<file path="src/rtl/irq_coalesce.sv">
// irq_coalesce: interrupt coalescing controller for the RX DMA path.
// Counts committed-packet events and raises an interrupt request once either
// the packet threshold is reached or the pending batch has aged past the
// timeout. The request is held until the downstream IRQ generator acks it.
//
// Ports
//   clk       core clock, all logic on posedge
//   rst       synchronous, active-high reset
//   pkt_evt   one-cycle pulse per packet committed to host memory
//   reg_wr    host register write strobe
//   reg_addr  register select: 0 CTRL, 1 PKT_THR, 2 TIMEOUT, 3 HOLDOFF
//   reg_data  register write data
//   irq_ack   one-cycle handshake-complete pulse from the IRQ generator
//   send_irq  registered interrupt request level
//   irq_en    registered one-cycle host re-arm pulse (CTRL bit 1 write)
//   irq_dis   registered level, NOT CTRL.enable
//   irq_thr   HOLDOFF register value (post-IRQ dead time in cycles)
//   pending   current pending-event count (saturating)
//
// CNT_W must lie in 2..32 (PKT_THR is taken from reg_data[CNT_W-1:0]).
//
// state | meaning
// ------+--------------------------------------------------
// IDLE  | no pending events, timer parked
// COUNT | pending > 0, timer ageing the batch
// FIRE  | send_irq asserted, waiting for irq_ack

module irq_coalesce #(
    parameter int CNT_W = 16
) (
    input  logic             clk,
    input  logic             rst,
    input  logic             pkt_evt,
    input  logic             reg_wr,
    input  logic [1:0]       reg_addr,
    input  logic [31:0]      reg_data,
    input  logic             irq_ack,
    output logic             send_irq,
    output logic             irq_en,
    output logic             irq_dis,
    output logic [31:0]      irq_thr,
    output logic [CNT_W-1:0] pending
);

    typedef enum logic [1:0] {
        ST_IDLE  = 2'd0,
        ST_COUNT = 2'd1,
        ST_FIRE  = 2'd2
    } state_t;

    localparam logic [1:0]       A_CTRL    = 2'd0;
    localparam logic [1:0]       A_PKT_THR = 2'd1;
    localparam logic [1:0]       A_TIMEOUT = 2'd2;
    localparam logic [1:0]       A_HOLDOFF = 2'd3;
    localparam logic [CNT_W-1:0] CNT_MAX   = {CNT_W{1'b1}};
    localparam logic [CNT_W-1:0] CNT_ONE   = {{(CNT_W-1){1'b0}}, 1'b1};
    localparam logic [31:0]      TMR_MAX   = 32'hFFFF_FFFF;

    state_t           state_q, state_d;
    logic [CNT_W-1:0] pending_q, pending_d;
    logic [31:0]      timer_q, timer_d;
    logic             send_irq_q;
    logic             irq_en_q;

    logic             enable_q;
    logic [CNT_W-1:0] pkt_thr_q;
    logic [31:0]      timeout_q;
    logic [31:0]      holdoff_q;

    logic [CNT_W:0]   evt_sum;
    logic [CNT_W:0]   thr_eff;
    logic [CNT_W-1:0] pending_inc;
    logic [31:0]      timer_inc;
    logic             thr_hit;
    logic             tmo_hit;

    // Shared arithmetic. Register values are the pre-write ones, so a write
    // landing in the same cycle as an event only affects later decisions.
    always_comb begin
        evt_sum     = {1'b0, pending_q} + {{CNT_W{1'b0}}, pkt_evt};
        thr_eff     = (pkt_thr_q == '0) ? {1'b0, CNT_ONE} : {1'b0, pkt_thr_q};
        thr_hit     = (evt_sum >= thr_eff);
        tmo_hit     = (timeout_q != '0) && (timer_q >= (timeout_q - 32'd1));
        // The carry out of evt_sum only occurs when pending is already at max.
        pending_inc = evt_sum[CNT_W] ? CNT_MAX : evt_sum[CNT_W-1:0];
        timer_inc   = (timer_q == TMR_MAX) ? TMR_MAX : (timer_q + 32'd1);
    end

    always_comb begin
        state_d   = state_q;
        pending_d = pending_q;
        timer_d   = timer_q;
        case (state_q)
            ST_IDLE: begin
                if (pkt_evt) begin
                    pending_d = pending_inc;
                    timer_d   = '0;
                    state_d   = (enable_q && thr_hit) ? ST_FIRE : ST_COUNT;
                end
            end
            ST_COUNT: begin
                timer_d   = timer_inc;
                pending_d = pending_inc;
                if (enable_q && (thr_hit || tmo_hit)) begin
                    state_d = ST_FIRE;
                end
            end
            ST_FIRE: begin
                if (irq_ack) begin
                    // An event coincident with the ack starts the next batch.
                    pending_d = pkt_evt ? CNT_ONE : '0;
                    timer_d   = '0;
                    state_d   = pkt_evt ? ST_COUNT : ST_IDLE;
                end else begin
                    pending_d = pending_inc;
                    if (!enable_q) begin
                        state_d = (pending_inc == '0) ? ST_IDLE : ST_COUNT;
                    end
                end
            end
            default: begin
                state_d   = ST_IDLE;
                pending_d = '0;
                timer_d   = '0;
            end
        endcase
    end

    always_ff @(posedge clk) begin
        if (rst) begin
            state_q    <= ST_IDLE;
            pending_q  <= '0;
            timer_q    <= '0;
            send_irq_q <= 1'b0;
        end else begin
            state_q    <= state_d;
            pending_q  <= pending_d;
            timer_q    <= timer_d;
            send_irq_q <= (state_d == ST_FIRE);
        end
    end

    always_ff @(posedge clk) begin
        if (rst) begin
            enable_q  <= 1'b0;
            pkt_thr_q <= CNT_ONE;
            timeout_q <= '0;
            holdoff_q <= '0;
            irq_en_q  <= 1'b0;
        end else begin
            // Re-arm is a write-1 pulse and is never stored.
            irq_en_q <= reg_wr && (reg_addr == A_CTRL) && reg_data[1];
            if (reg_wr) begin
                case (reg_addr)
                    A_CTRL:    enable_q  <= reg_data[0];
                    A_PKT_THR: pkt_thr_q <= reg_data[CNT_W-1:0];
                    A_TIMEOUT: timeout_q <= reg_data;
                    A_HOLDOFF: holdoff_q <= reg_data;
                    default:   enable_q  <= enable_q;
                endcase
            end
        end
    end

    assign send_irq = send_irq_q;
    assign irq_en   = irq_en_q;
    assign irq_dis  = ~enable_q;
    assign irq_thr  = holdoff_q;
    assign pending  = pending_q;

endmodule

</file>
<file path="config.mk">
export PLATFORM = sky130hd
export DESIGN_NAME = irq_coalesce
export DESIGN_NICKNAME = d
export VERILOG_FILES = /design/src/rtl/irq_coalesce.sv
export SDC_FILE = /design/constraint.sdc
export NUM_CORES = 1
export LEC_CHECK = 0
export ABC_AREA = 1
export CAP_MARGIN = 25
export CORE_MARGIN = 2
export CORE_UTILIZATION = 62
export DETAILED_ROUTE_END_ITERATION = 8
export GPL_TIMING_DRIVEN = 0
export PLACE_DENSITY = 0.87
export SYNTH_ARGS = -nofsm -noshare
export SYNTH_HDL_FRONTEND = slang
export SYNTH_SLANG_ARGS = --single-unit
</file>
<file path="constraint.sdc">
create_clock -name clk -period 4.7 [get_ports clk]
set_input_delay 0.94 -clock clk [delete_from_list [all_inputs] [get_ports clk]]
set_output_delay 0.94 -clock clk [all_outputs]
set_load 0.005 [all_outputs]
</file>
---- After elaboration in Yosys (flattened, before gate mapping) ----
Index checks and enable logic that the tools add are counted.
operators by class
  order comparisons ....................... 2
  reductions and logical operators ........ 16
  add/subtract/negate cells ............... 3
  multiplexer cells ....................... 18
  bitwise operators ....................... 1
  equality and inequality tests ........... 9
operators by type and width
  operator                                             count
  two-way mux 32 bit                                   3
  case mux 32 bit (3 select lines)                     1
  two-way mux 16 bit                                   4
  case mux 16 bit (3 select lines)                     1
  adder 32 x 1 -> 32 bit (second input constant)       1
  == test 32 bit (second input constant)               1
  >= comparator 32 bit                                 1
  zero test 16 bit                                     2
  nonzero test 32 bit                                  1
  subtractor 32 x 1 -> 32 bit (second input constant)  1
  adder 16 x 1 -> 17 bit                               1
  >= comparator 17 x 16 -> 1 bit                       1
  two-way mux 2 bit                                    5
  AND reduction 2 bit                                  5
  == test 2 bit (second input constant)                4
  case mux 2 bit (3 select lines)                      1
  logical AND 1 bit                                    5
  == test 2 x 1 -> 1 bit (second input constant)       2
  zero test 2 bit                                      2
  != test 2 bit (second input constant)                2
  two-way mux 1 bit                                    3
  logical OR 1 bit                                     1
  inverter 1 bit                                       1
storage, ports and cells
  output and inout port bits .............. 51
  input bits .............................. 39
  register bits ........................... 133
  word-level logic and storage cells ...... 58

---- Logic depth before layout (Yosys ltp) ----
  word-level depth ........................ 8
  gate-level depth with buffers ........... 24
  mapped depth without buffers ............ 24

---- Worst setup path after synthesis ----
No wires, ideal clock.
  kind .................................... in2reg
  start ................................... input pkt_evt
  end ..................................... register state_q[0]
  path buffers ............................ 0
  slack ................................... 1.540 ns
  setup time .............................. 0.117 ns
  stages .................................. 22
  arrival time ............................ 3.043 ns
  required time ........................... 4.583 ns
  cells stage by stage .................... ha_1 ha_1 nand3_1 inv_1 nand2_1 nand2_1 nand2_1 inv_1 ha_1 nand2_1 nor2_1 nand3_1 nand3_1 nand2_1 nand2_1 nand2_1 nand2_1 nand2_1 nand2_1 nor2_1 nor2_1 nor2_1
on the way
  word-level cells in the longest chain between the ends .. 7
  elaborated cells on any way between the ends .. 15
  those cells by class .................... 1 x add/sub; 1 x order compare; 9 x mux; 4 x reduce/logical
RTL lines
  what                                                                            line  RTL
  from (decl)                                                                     33    input logic pkt_evt,
  parallel branches: the longest is 6 deep, another holds adder 16 x 1 -> 17 bit  --
  case mux 2 bit (3 select lines) (*)                                             93    case (state_q)
  to (signal assigned)                                                            136   state_q <= state_d;
  to (decl)                                                                       59    state_t state_q, state_d;
Mark *: on every way between the ends.
A chain may end at the register's enable or synchronous reset.

---- Worst setup path after layout ----
  start ................................... input pkt_evt
  end ..................................... register send_irq_q, in the netlist send_irq
on the way
  word-level cells in the longest chain between the ends .. 8
  elaborated cells on any way between the ends .. 16
  those cells by class .................... 1 x add/sub; 1 x order compare; 1 x eq/ne; 9 x mux; 4 x reduce/logical
RTL lines
  what                                                                            line  RTL
  parallel branches: the longest is 6 deep, another holds adder 16 x 1 -> 17 bit  --
  case mux 2 bit (3 select lines) (*)                                             93
  == test 2 bit (*)                                                               139   send_irq_q <= (state_d == ST_FIRE);
  to (signal assigned)                                                            139
  to (decl)                                                                       62    logic send_irq_q;
Marks and branches as above.

==> run_results.csv <==
group,metric,value,unit
clocking,cts_tree,"built",
synth,synth_edf_count,0,
timing,finalCriticalPeriod,3900,ps
pwr,p_leak,4.19,nW
global_route,grt_pass1_wl,37500,um
synth,syn-mean-instance-area,6.76,um2
pwr,seqPwrFrac,0.388,
floorplanning,core,12700,um2
synth,ys_types,42,
setup_path,end_kind,"register",
timing,tightest_slew,694,ps
drt,wl,22500,um
drt,drc,0,
placement,hpwl,16300,um
setup_path,cp-startpoint,"pkt_evt",
placement,portBuffers,88,
synth,syn_area,8060,um2
timing,setup_violations,0,
synth,synthFlopType,"dfxtp_1",
setup_path,critPathMaxFanout,5,
synth,synth-seq-cells,133,
timing,skew,8.81,ps
pwr,combinationalPowerShare,0.154,
setup_path,critPathRequiredTime,5030,ps
synth,synthArstFlopShare,0,
synth,ys_seq_area_frac,0.330,
setup_path,critPathCapture,"send_irq$_SDFF_PP0_",
pwr,power_density,316,nW/um2
synth,syn-num-nets,1285,
timing,rsz0062_at_grt,"no",
clocking,path_clk_slew,60,ps
setup_path,path_class,"input pin to register",
global_route,grt_pass1_vias,7892,
floorplanning,die_x,118,um
final_layout,areaGrowthSynthToFinish,21.4,%
synth,syn_inst,1193,
setup_path,ff2ff_path_depth,21,
drt,drt_iter0_markers,820,
setup_path,startpoint_type,"input pin",
pwr,p_clk_frac,0.458,
floorplanning,rows,41,
final_layout,fin_util,0.772,
floorplanning,num_io_pins,90,
status,status,"completed",
drt,vias_per_cell,5.67,
placement,gp_congestion,0.931,
pwr,switchingPower,0.870,mW
setup_path,worstPathArrival,4240,ps
final_layout,nNetsFinal,1392,
pwr,cell_internal_pwr,2.22,mW
synth,yosysWarningCount,0,
clocking,cts.sinks,133,
pwr,ir_drop,253,uV
timing,tns,0,ps
setup_path,r2r_setup_slack,1140,ps
clocking,ctsRootBufferMaster,"clkbuf_16",
clocking,htree_num_levels,4,
setup_path,r2r-start,"timeout_q[0]$_SDFFE_PP0P_",
global_route,antenna_found_initial,0,
setup_path,r2r_end,"send_irq$_SDFF_PP0_",
clocking,cts_setup_buffers,0,
timing,slew_violations,0,
final_layout,drive_gt1_frac,0.0556,
min_path,worstHoldPathType,"register to register",
drt,ant_nets,0,
floorplanning,die_area,13900,um2
clocking,clock_latency,430,ps
global_route,gr-total-overflow,0,
timing,fmax,256,MHz
timing,finalHoldViolCount,0,
final_layout,antenna_cells,0,
clocking,cts_hold_buffers,0,
clocking,cts_resized,0,
timing,period_share,0.831,
run,maxCapViolCount,0,
timing,whs,444,ps
pwr,switching_share,0.281,
drt,num_vias,8417,
global_route,grt_max_degree,17,
floorplanning,initial_utilization,0.636,
drt,drt_pre_antenna_iters,6,
clocking,clock_path_buffers,2,
floorplanning,die_h,118,um
drt,avgRoutedWirePerCell,15.1,um
clocking,cts_made_buffers,17,
timing,max-slew-margin-rel,0.537,
global_route,grt_use_total,0.328,
-- stage by stage --
stage | instances | power [mW] | worst slack (ps) | cell area [um2]
after floorplan | 1193 | 1.52 | 1540 | 8060
after global placement | 1453 | 1.67 | 526 | 9160
after detailed placement | 1453 | 1.68 | 527 | 9160
after CTS | 1485 | 3.08 | 904 | 9790
after global routing | 1485 | 3.21 | 506 | 9790
final | 1485 | 3.09 | 795 | 9790
-- kinds of logic after synthesis --
logic type,synth area share
AOI/OAI and AO/OA,0.192
buffers and inverters,0.0986
adders and majority gates,0.0823
and+or+nand+nor,0.256
DFF,0.330
xor gates and xnor gates,0.0413
-- Yosys cell counts (2+ instances only) --
cell	n	area share
o211ai_1	2	0.0019
o21ai_1	22	0.014
nor2_2	7	0.0054
inv_1	160	0.074
nor3_1	25	0.016
nand3_1	38	0.024
nand4_1	20	0.016
nor3_2	2	0.0025
nand3_2	3	0.0037
nor2_8	2	0.0050
buf_1	2	0.00093
o21ai_0	108	0.067
a21o_1	3	0.0028
buf_6	2	0.0028
o31ai_1	9	0.0084
a21oi_1	149	0.093
dfxtp_1	133	0.33
inv_2	6	0.0028
clkbuf_1	34	0.016
nor2_1	110	0.051
nand2_1	229	0.11
ha_1	53	0.082
nor2_4	4	0.0056
o21a_1	2	0.0019
xnor2_1	6	0.0065
nor4_1	8	0.0062
or2_2	4	0.0031
xor2_1	32	0.035
nand2_2	5	0.0039
-- worst max-delay path, cell delays in order --
cell and delay, ps:
clkdlybuf4s50_1 560, ha_1 270, ha_1 260, nand3_1 160, nor2_1 260, nand4_1 130
nand2_1 110, inv_1 110, ha_1 340, nand2_1 70, nor2_1 120, nand4_1 100
o21ai_0 170, nor2_1 60, nand2_1 90, nand2_1 80, nand2_1 120, nand2_1 80
a21oi_1 210
-- sequential cells by signal (all words and copies together) (netlist names) --
signal     cells
irq_thr       32
timeout_q     32
timer_q       32
pending       16
pkt_thr_q     16
state_q        2
enable_q       1
irq_en         1
send_irq       1
-- power groups by stage --
| stage | registers, mW | logic, mW | clock network (mW) |
|---|---|---|---|
| after floorplan | 1.22 | 0.302 | 0 |
| after global placement | 1.22 | 0.448 | 0 |
| after CTS | 1.20 | 0.473 | 1.41 |
| final | 1.20 | 0.477 | 1.42 |
| after global routing | 1.20 | 0.536 | 1.47 |
| after detailed placement | 1.22 | 0.460 | 0 |
-- worst min path at each step --
stage | startpoint | endpoint | slack (ps) | depth (start not counted)
2_1_floorplan | pkt_thr_q[0]$_SDFFE_PP1P_ | pkt_thr_q[0]$_SDFFE_PP1P_ | 430 | 2
3_3_place_gp | irq_thr[16]$_SDFFE_PP0P_ | irq_thr[16]$_SDFFE_PP0P_ | 430 | 2
3_5_place_dp | irq_thr[4]$_SDFFE_PP0P_ | irq_thr[4]$_SDFFE_PP0P_ | 440 | 2
4_1_cts | irq_thr[17]$_SDFFE_PP0P_ | irq_thr[17]$_SDFFE_PP0P_ | 450 | 2
5_1_grt | irq_thr[27]$_SDFFE_PP0P_ | irq_thr[27]$_SDFFE_PP0P_ | 450 | 2
6_report | irq_thr[17]$_SDFFE_PP0P_ | irq_thr[17]$_SDFFE_PP0P_ | 440 | 2
-- placed cells by master, fill, tap and decap left out, types with 5 or more instances in the layout --
cell type	instances
a21oi_1	149
clkbuf_1	34
clkbuf_16	17
clkdlybuf4s50_1	88
dfxtp_1	133
ha_1	53
inv_1	160
inv_2	6
nand2_1	229
nand2_2	5
nand3_1	38
nand4_1	20
nor2_1	110
nor2_2	7
nor3_1	25
nor4_1	8
o21ai_0	108
o21ai_1	22
o31ai_1	9
xnor2_1	6
xor2_1	32
-- cell type report --
| class | instances | area, um2 |
|---|---|---|
| repair buffers | 88 | 881 |
| fillers | 952 | 2890 |
| flip-flops and latches | 133 | 2660 |
| inverters | 167 | 627 |
| clock buffers | 18 | 439 |
| clock inverters | 14 | 189 |
| plain buffers | 40 | 168 |
| multi-input cells | 853 | 4600 |
| well taps | 172 | 215 |
-- routing by layer --
| layer | track usage | up-vias | share of wire |
|---|---|---|---|
| met5 | 0 | - | 0 |
| met2 | 0.534 | 372 | 0.47 |
| li1 | - | 4145 | - |
| met3 | 0.0635 | 55 | 0.079 |
| met1 | 0.429 | 3845 | 0.43 |
| met4 | 0.131 | 0 | 0.026 |
Power figures use the tool's default switching activity.
